==> src/rtl/stack_unit.sv <==
// Register/RAM storage for one CPU stack (data or return), fed by the ALU.
// Optional depth guard (count register, sticky overflow/underflow) enabled by STACK_GUARD_EN.
module stack_unit #(
  parameter int unsigned WIDTH       = 16,
  parameter int unsigned DEPTH       = 4,
  parameter int unsigned HAS_TOP_REG = 1
) (
  input  logic             clk,
  input  logic             resetq,
  input  logic             advance,
  input  logic [DEPTH-1:0] pointer_next,
  input  logic [WIDTH-1:0] next_top,
  input  logic             write_enable,
  input  logic [WIDTH-1:0] write_data,
  input  logic             guard_clear,
  output logic [DEPTH-1:0] pointer_top,
  output logic [WIDTH-1:0] top,
  output logic [WIDTH-1:0] second,
  output logic             overflow,
  output logic             underflow
);

  localparam int unsigned ENTRIES = 2 ** DEPTH;

  logic [DEPTH-1:0] pointer_q;
  logic [WIDTH-1:0] ram [ENTRIES];

  // Pointer register and stack RAM; a write lands at the incoming pointer.
  always_ff @(posedge clk or negedge resetq) begin
    if (!resetq) begin
      pointer_q <= '0;
      for (int i = 0; i < ENTRIES; i++) ram[i] <= '0;
    end else if (advance) begin
      pointer_q <= pointer_next;
      if (write_enable) ram[pointer_next] <= write_data;
    end
  end

  assign pointer_top = pointer_q;

  if (HAS_TOP_REG != 0) begin : g_top_reg
    logic [WIDTH-1:0] top_q;

    always_ff @(posedge clk or negedge resetq) begin
      if (!resetq)      top_q <= '0;
      else if (advance) top_q <= next_top;
    end

    assign top    = top_q;
    assign second = ram[pointer_q];
  end else begin : g_top_ram
    logic [WIDTH-1:0] unused_next_top;

    assign unused_next_top = next_top;
    assign top             = ram[pointer_q];
    assign second          = ram[pointer_q - DEPTH'(1)];
  end

`ifdef STACK_GUARD_EN
  localparam logic signed [DEPTH+1:0] CNT_MAX = (DEPTH + 2)'(ENTRIES - 1);

  logic [DEPTH:0]          count_q;
  logic                    overflow_q;
  logic                    underflow_q;
  logic signed [DEPTH-1:0] delta;
  logic signed [DEPTH+1:0] sum;
  logic                    sum_neg;
  logic                    sum_big;

  // Pointer movement read as a signed step; the count is widened so both limits are visible.
  assign delta   = $signed(pointer_next - pointer_q);
  assign sum     = $signed({1'b0, count_q}) + (DEPTH + 2)'(delta);
  assign sum_neg = sum[DEPTH+1];
  assign sum_big = sum > CNT_MAX;

  always_ff @(posedge clk or negedge resetq) begin
    if (!resetq) begin
      count_q     <= '0;
      overflow_q  <= 1'b0;
      underflow_q <= 1'b0;
    end else begin
      if (advance) begin
        if (sum_neg)      count_q <= '0;
        else if (sum_big) count_q <= (DEPTH + 1)'(CNT_MAX);
        else              count_q <= sum[DEPTH:0];
      end
      // Clearing wins over a flag being raised on the same edge.
      if (guard_clear) begin
        overflow_q  <= 1'b0;
        underflow_q <= 1'b0;
      end else if (advance) begin
        if (sum_big) overflow_q  <= 1'b1;
        if (sum_neg) underflow_q <= 1'b1;
      end
    end
  end

  assign overflow  = overflow_q;
  assign underflow = underflow_q;
`else
  logic unused_guard_clear;

  assign unused_guard_clear = guard_clear;
  assign overflow           = 1'b0;
  assign underflow          = 1'b0;
`endif

endmodule
==> config.mk <==
export PLATFORM = sky130hd
export DESIGN_NAME = stack_unit
export DESIGN_NICKNAME = d
export VERILOG_FILES = /design/src/rtl/stack_unit.sv
export SDC_FILE = /design/constraint.sdc
export NUM_CORES = 1
export LEC_CHECK = 0
export BUFFER_PORTS_ARGS = -buffer_cell sky130_fd_sc_hd__buf_2
export CORE_MARGIN = 2
export CORE_UTILIZATION = 45
export CTS_CLUSTER_DIAMETER = 60
export CTS_CLUSTER_SIZE = 20
export DETAILED_ROUTE_END_ITERATION = 10
export SLEW_MARGIN = 20
export SYNTH_ARGS = -nofsm -noshare
export SYNTH_HDL_FRONTEND = slang
export SYNTH_SLANG_ARGS = --single-unit
export TNS_END_PERCENT = 5
==> constraint.sdc <==
create_clock -name clk -period 1.6 [get_ports clk]
set_input_delay 0.16 -clock clk [delete_from_list [all_inputs] [get_ports clk]]
set_output_delay 0.16 -clock clk [all_outputs]
set_load 0.05 [all_outputs]
# After elaboration in Yosys (flattened, before gate mapping)
# Index checks and enable logic that the tools add are counted.
[word_totals] ff_bits=276 inputBits=41 out_inout_bits=38 elab_cells=31
[op_classes] n_lt_le_gt_ge=3 mux=6 bitwise=2 n_reduce_logical=2
[ops] operator="256-bit bitwise mux" count=1
[ops] operator="16-bit binary-select mux with 4-bit select" count=1
[ops] operator="16-bit demux with 4-bit select" count=1
[ops] operator="16-bit two-way mux" count=3
[ops] operator="5-bit >= comparator (second input constant)" count=2
[ops] operator="4-bit inverter with 5-bit output" count=2
[ops] operator="5-bit by 1-bit less-than comparator with 1-bit output (second input constant)" count=1
[ops] operator="2-bit AND reduction" count=1
[ops] operator="1-bit logical AND" count=1

# Longest topological paths before layout
# Gate-level depths: netlist of run 1.
[depth] depth_word=6 depth_mapped=5 depth_no_buf=3

# Worst setup path before layout of run 1
# Ideal clock, no wire load.
[synth_path] path_type="flip-flop to output port" start="register pointer_q[0] (netlist: pointer_top[0])" end="output port second[0]" arrival_time_ps=2268 required_ps=1440 slack_ps=-828 stages_incl_launch_ff=6 n_path_buf=2 path_cell_list="dfrtp_1 > buf_2 > buf_2 > mux4_2 > a22oi_1 > nand2_1"
[synth_between] elab_chain_len=4
[synth_rtl] element="start: declaration" line="25" text="logic [DEPTH-1:0] pointer_q;"
[synth_rtl] element="start signal: assignment" line="34" text="pointer_q <= pointer_next;"
[synth_rtl] element="4-bit inverter with 5-bit output (implied by the code)" line="50" text="assign second = ram[pointer_q];"
[synth_rtl] element="16-bit binary-select mux with 4-bit select" line="50"
[synth_rtl] element="16-bit two-way mux (implied by the code) (2 in a row)" line="50"
[synth_rtl] element="end: declaration" line="18" text="output logic [WIDTH-1:0] second,"
# No other way between the ends. The select of a mux whose other input is x is not followed.

# Final worst setup path of run 1
[layout_path] start="register pointer_q[0] (netlist: pointer_top[0])" end="output port second[11]"
# Same word-level chain as after synthesis.

==> summary by stage, run 1 <==
Clocking
The number of H-tree levels is 1. The CTS tree is built. In this run the deepest clock path goes through 3 buffers.

The clock slew at the register clock pins of the worst setup and hold paths is 70 ps. For this design, the sink count on the clock tree is between 200 and 300. The cell sitting at the root of the clock tree is a clkbuf_16. The clock network latency to the later pin of the worst-skew pair is 520 ps. TritonCTS created 26 clock buffers.

STA
The maximum clock frequency is ~400 MHz. After routing, the total negative slack on setup checks comes to -13640 ps. The final max-slew violation count is 0.

Clock skew on the completed layout was measured at 0 ps. The hold slack is just over 50 ps. The ratio of final minimum period to clock period is 156%. The number of failing hold endpoints at the final stage is 0. Setup repair after global routing could not meet its margin everywhere. The final setup violation count is 17. After layout, the worst setup slack is -892 ps. The clock period minus worst slack is 2490 ps.

GRT
The highest-utilization routing layer at the global route stage is met2. The number of global-route vias before repair is ~8000. The largest net degree at the start of global routing is 84. The met2 track demand over resource is 38.5%.

The wire length of the first global-routing pass is 48300 um. For met1 alone, demand over resource in global routing was 30.2%. Global routing used between 20% and 30% of the available tracks across all layers. After global routing the overflow that remains totals 0. The global routing usage on met3 is 3.67%. The number of antenna violations at the first check in global routing is 4.

Logic synthesis
After technology mapping, the gate count stands at about 760. The cell taking the most area after synthesis is dfrtp_1. The number of synthesis warnings is 0.

The count of flip-flops with a built-in enable after synthesis is 0. Yosys attributes the largest share of cell area to dfrtp_1 57%, mux2_2 25%, mux4_2 12%. In the synthesized netlist, the cells that appear most often are 276 x dfrtp_1, 276 x mux2_2, 64 x mux4_2. The area fraction of the dominant cell type after synthesis is 56.6%.

In this run, distinct cell masters in the synthesized netlist total 21. The fraction of registers with async set/reset is 100%. The post-synthesis instance area is 12200 um^2. Of the synthesized area, sequential elements account for between 50% and 60%.

A synthesized cell averages 16.2 um^2. Among all flip-flop cells after synthesis, the most frequent one is dfrtp_1. Synthesis inferred 276 register bits.

Cells and area
Relative to the synthesized area, the layout overhead comes to 23.6%. The final-layout fill cell count is 2067. With fillers left out, the area of the finished cells amounts to 15100 um^2. Cells with a size suffix above 1 make up 65.9% of the layout. At the end of the flow, the number of nets in the layout was 920.

Die
The initialized floorplan defines 60 standard-cell rows. The die width is 169 um. The die covers 28400 um^2. The initial cell density of the core is 45.5%. The die is 169 um tall. The core region is between 20000 and 30000 um^2. The number of primary I/O pins is 79.

Power
Summed over all cells, the static leakage comes to 6.68 nW. The highest ir drop seen on vdd is 0.805 mV. The power density of the placed cells is 1310 nW/um^2.

Route
The number of detailed-routing iterations run before antenna repair is 4. The remaining antenna violation count is 0. Dividing the detail-routed wire length by the instance count gives 24.8 um.

The number of vias after detailed routing is 7031. For this run, design rule violations remaining after detail routing come to 0. The wire length after detailed routing is 30700 um. Dividing the detail-routed via count by the number of cells gives around 5.7. The first routing iteration left about 350 violations.

Setup path
Data on the critical path is required at its endpoint by 1440 ps. The worst setup path is captured at a primary output. The signal arrival time at the worst endpoint is between 2000 and 2500 ps. The maximum fanout encountered on the critical timing path is 12.

The critical path is of the flop to primary output type. The worst setup path is launched from a flop.

Place
The final estimated routing congestion in global placement is approximately 0.75. The worst setup slack after placement is -470 ps. The detailed-placement wirelength estimate is 19400 um.

The total cell area at the placement stage is 13800 um^2. The number of input and output port buffers inserted is 75.

Hold path
The worst hold path class is input pin to async pin.

Status
The final reports fail on setup timing. The flow ran to the end, but the final reports show violations.

Run
Across the run, the number of max-cap violations was 0.
registers in the layout (all words and copies together), names as in the netlist:
name,cells
ram,256
top,16
pointer_top,4
per-layer routing:
metal,routed length [um],vias up
met2,15500,76
met5,34,-
met1,13700,3822
met4,619,6
met3,926,51
li1,-,3076
layout make-up:
class / count / area, um^2 / share of cell area [%]
Clock inverter: 20 / 194 / 1.29
Clock buffer: 28 / 679 / 4.51
Timing Repair Buffer: 157 / 1500 / 9.93
Antenna cell: 1 / 2.50 / 0.0166
Multi-Input combinational cell: 418 / 5360 / 35.5
Tap cell: 341 / 427 / 2.83
Sequential cell: 276 / 6910 / 45.9
stage by stage:
stage | total power, W | util [%] | cells
2_1_floorplan | 0.0122 | - | 756
3_3_place_gp | 0.0132 | 51.6 | 1169
3_5_place_dp | 0.0134 | 51.6 | 1169
4_1_cts | 0.0200 | 56.0 | 1239
5_1_grt | 0.0206 | 56.2 | 1240
6_report | 0.0198 | 56.2 | 1241
kinds of logic (layout without fill, tap and decap cells):
kind of cell           after synthesis  after routing  share of synthesized area [%]
multiplexers                       340            340                           37.3
flip-flops                         276            276                           56.6
buffers and inverters               62            205                           2.26
AND/OR/NAND/NOR                     44             44                           1.81
AO/OA/AOI/OAI                       32             32                           1.97
other                                1              3                         0.0307
critical path: stages, from the launching register on:
cell and delay (ps):
dfrtp_4 440, buf_12 140, buf_12 170, mux4_2 520
a22oi_2 240, nand2_4 70, buf_2 220
cell usage in the layout, fill, tap and decap left out, drive strengths merged, types with 2 or more instances in the layout:
| cell | netlist | layout |
|---|---|---|
| mux4 | 64 | 64 |
| inv | 0 | 12 |
| mux2 | 276 | 276 |
| nand2b | 2 | 2 |
| nand2 | 18 | 18 |
| clkinv | 0 | 8 |
| conb | 1 | 2 |
| nor2b | 2 | 2 |
| nor2 | 11 | 11 |
| or3 | 2 | 2 |
| clkbuf | 29 | 28 |
| nand3b | 2 | 2 |
| dfrtp | 276 | 276 |
| dlygate4sd3 | 0 | 19 |
| a22oi | 32 | 32 |
| buf | 33 | 138 |
| nand4b | 2 | 2 |
path summary, 6_finish.rpt:
check,from,end,slack (ps),cells after the start
setup / recovery,pointer_top[0],second[11],-890,6
hold / removal,resetq,ram[228],50,2
setup reg to reg,pointer_top[0],pointer_top[0],380,3
hold reg to reg,top[6],top[6],500,1
max in group asynchronous,resetq,ram[144],860,3
min in group clk,pointer_next[1],pointer_top[1],60,2
power breakdown:
part	internal (W)	total (W)	leakage, nW	switching (W)
clock	0.00326	0.00630	0.435	0.00305
combinational	0.00236	0.00451	2.74	0.00214
sequential	0.00829	0.00895	3.50	0.000669
total	0.0139	0.0198	6.68	0.00586
what timing repair did:
item / 4_1_cts / 5_1_grt
gates resized for setup: 21 / 12
buffers inserted: 3 / 1
hold endpoints to repair: 294 / 0
hold buffers: 19 / 0
setup endpoints to repair: 18 / 79
pin swaps: 9 / 6
(Power assumes the default switching activity.)
==> run 2: changes to the inputs <==
- clock period: 1.6 -> 2.8 ns (I/O delays scaled with it)
==> run 2 against run 1 <==
  * Sequential share of layout area is 3.2 points higher
  * The flow now finishes without violations
  * First-iteration DRC count is 2.5% lower
  * Sequential power is 43% lower
  * Combinational power is 50% lower
  * Critical path depth stayed put
  * Clock power is 48% lower
  * Global-route usage is 0.71 points lower
  * Non-clock buffer count is 28 lower
  * Largest cell class unchanged
  * Clock-buffer cell count is 1 higher
  * Final area is 6.6% lower
  * Power is 46% lower
  * Via count is 0.37% lower
==> summary by stage, run 2 (synthesis gave the netlist of run 1 again) <==
Status
The flow ran to the end, and the final reports show no timing, DRC or antenna violations.

Power
The post-route total power is 0.0106 W (-46%). The proportion of power drawn by flip-flops and latches is 48.0% (+2.7 points). The share of total power in the clock network is 30.8% (-1.1 points). The power density of the placed cells is 756 nW/um^2 (-42%). The internal power consumption came to 0.00771 W (-45%). The combinational share of power is 21.2% (-1.6 points).

The highest ir drop seen on vdd was 0.504 mV (-37%). The net load switching power is 0.00294 W (-50%). The total leakage power was 6.34 nW (-5.1%). The switching portion of total power came to 27.6% (-2.0 points).

Route
The routed wire length on met2 is 15000 um (-3.2%). The remaining antenna violation count is 0 (unchanged). The number of detailed-routing iterations run before antenna repair is 4 (unchanged). The number of design rule violations left after detail routing was 0 (unchanged). The highest metal layer with signal wires is met5. The met1 wire length is 12400 um (-9.3%).

The wire length after detailed routing is 29400 um (-4.2%). The violation count after the first detailed-routing iteration is 345 (-2.5%). The routed length on met3 is 1270 um (+38%).

The number of vias after detailed routing was 7005 (-0.37%). The average wire length per cell after detail routing is 24.5 um (-1.1%). The number of vias per cell was 5.82 (+2.8%).

STA
The final max-slew violation count is 0 (unchanged). The clock period minus worst slack is 2700 ps. Setup repair after global routing left no endpoint under its margin.

The final setup violation count came to 0 (-17). The ratio of final minimum period to clock period is 96.4%. The relative slew slack is 51.9%.

The maximum clock frequency is 370 MHz. The number of failing hold endpoints at the final stage is 0 (unchanged). The slew of the pin with the lowest slew margin is 722 ps.

The largest clock skew in the final design is 0 ps (unchanged). The hold slack is 19.4 ps (-31.2 ps). The accumulated negative setup slack came to 0 ps (+13640 ps).

Setup path
The maximum fanout encountered on the critical timing path is 13 (+1). The highest cell delay on the worst timing path came to 520 ps (about the same). The worst path required time is 2520 ps (+1080 ps). The path type of the worst setup path is flop to primary output. The signal arrival time at the worst endpoint was 2420 ps (+90 ps). The gate family responsible for the most delay along the worst path is buffers and inverters. The critical path buffer and inverter count is 3 (unchanged). In this design, the critical path's most frequently occurring cell is buf_12. Walking the worst path, the cells encountered are buf_12, buf_12, mux4_2, a22oi_1, nand2_1, buf_2. The largest individual stage delay along the critical path comes from the cell mux4_2. The worst reg-to-reg path cell count is 3 (unchanged). The count of cell instances traversed by the critical path is 6 (unchanged). The sort of element at the start of the critical path is a flop. The worst setup path is captured at a primary output.

Clocking
The CTS buffer count is 22 (-15%). The number of H-tree levels came to 1 (unchanged). The clock sink count is 276 (unchanged). TritonCTS built the clock tree.

CTS placed an instance of clkbuf_16 at the clock tree root. The maximum clock insertion buffer count came to 3 (unchanged). The clock network latency to the later pin of the worst-skew pair is 510 ps (about the same). The clock slew at the register clock pins of the worst setup and hold paths was 70 ps (about the same).

GRT
The number of antenna violations at the first check in global routing is 3 (-1). The number of global-route vias before repair is 7817 (-2.2%). The total track usage came to 21.7% (-0.71 points). The wire length of the first global-routing pass is 46800 um (-3.1%). The total congestion overflow is 0 (unchanged). The largest net degree at the start of global routing is 91 (+8.3%).

Cells and area
The share of final-layout standard cells stronger than drive strength 1 is 58.5% (-7.3 points). The final-stage net count came to 888 (-3.5%). The final-layout fill cell count is 2133 (+3.2%).

The commonest non-fill, non-tap cell in the layout is mux2_2. The flip-flop count of the largest register, all copies and words added is 256 (unchanged). The area growth from synthesis to final layout is 15.4%.

Ranked by flip-flop count, first place goes to ram. The number of non-filler instances in the completed layout was 1203 (-3.1%). The top cell types in the final layout, fill and taps aside, are 276 x mux2_2, 274 x dfrtp_1, 74 x buf_2, 64 x mux4_2, 32 x a22oi_1.

Place
The cell count after placement is 1142 (-2.3%). The number of input and output port buffers inserted is 75 (unchanged). The detailed-placement wirelength estimate is 17500 um (-10%). The final estimated routing congestion in global placement is 0.718 (-4.2%).

Die
The area of the core came to 26800 um^2 (unchanged). The full die area is 28400 um^2 (unchanged). The number of primary I/O pins was 79 (unchanged). The site row count was 60 (unchanged).

The initial cell density of the core came to 45.5% (unchanged). The die span in y came to 169 um (unchanged). The die width is 169 um (unchanged).

Hold path
In this run the worst hold path is classified as input pin to flop. Along the worst hold path, the cell count comes to 2.

Run
The number of max-capacitance violations reported was 0 (unchanged).
## run 2: changes by cell type in the layout (fill, tap and decap cells not counted), moves of 10 or more
cell     change
a22oi_1     +32
buf_12      -21
buf_2       +16
a22oi_2     -32
nand2_1     +16
nand2_4     -16
buf_4       -10
## run 2: repair_timing
action,CTS,global route
setup endpoints to repair,14,1
pin swaps,0,0
hold buffers,16,0
buffers inserted,6,0
endpoints found under the hold margin,99,0
gates resized for setup,0,1
cloned,0,0
## run 2: cell type report
| cell class | instances | area [um^2] | share of cell area [%] |
|---|---|---|---|
| Clock buffer | 29 | 638 | 4.53 |
| Timing Repair Buffer | 129 | 922 | 6.55 |
| Clock inverter | 9 | 126 | 0.898 |
| Sequential cell | 276 | 6910 | 49.1 |
| Antenna cell | 1 | 2.50 | 0.0178 |
| Tap cell | 341 | 427 | 3.03 |
| Multi-Input combinational cell | 418 | 5050 | 35.9 |
## run 2: power groups by stage
stage,clock network (W),logic (W),registers (W)
2_1_floorplan,0,0.00161,0.00514
3_3_place_gp,0,0.00215,0.00511
3_5_place_dp,0,0.00222,0.00521
4_1_cts,0.00336,0.00229,0.00511
5_1_grt,0.00353,0.00242,0.00520
6_report,0.00328,0.00225,0.00511
## run 2: worst paths after layout
path	end	slack [ps]	startpoint
max in group asynchronous	ram[85]	1570	resetq
worst min-delay path	top[4]	20	next_top[4]
min in group asynchronous	ram[17]	370	resetq
worst max register to register	pointer_top[0]	1610	pointer_top[0]
worst min register to register	ram[216]	500	ram[216]
worst max-delay path	second[12]	100	pointer_top[0]
## run 2: routing by layer
metal / GRT usage, % / vias to the layer above
met5: 0 / -
met4: 6.03 / 6
met3: 4.04 / 56
met2: 37.7 / 143
met1: 28.1 / 3805
li1: - / 2995
## run 2: stage by stage
step	worst slack, ps	area, um^2	util, %
5_1_grt	26.8	14100	52.5
3_3_place_gp	352	13100	48.8
3_5_place_dp	335	13100	48.8
2_1_floorplan	252	12200	-
6_report	100	14100	52.5
4_1_cts	53.1	14100	52.5
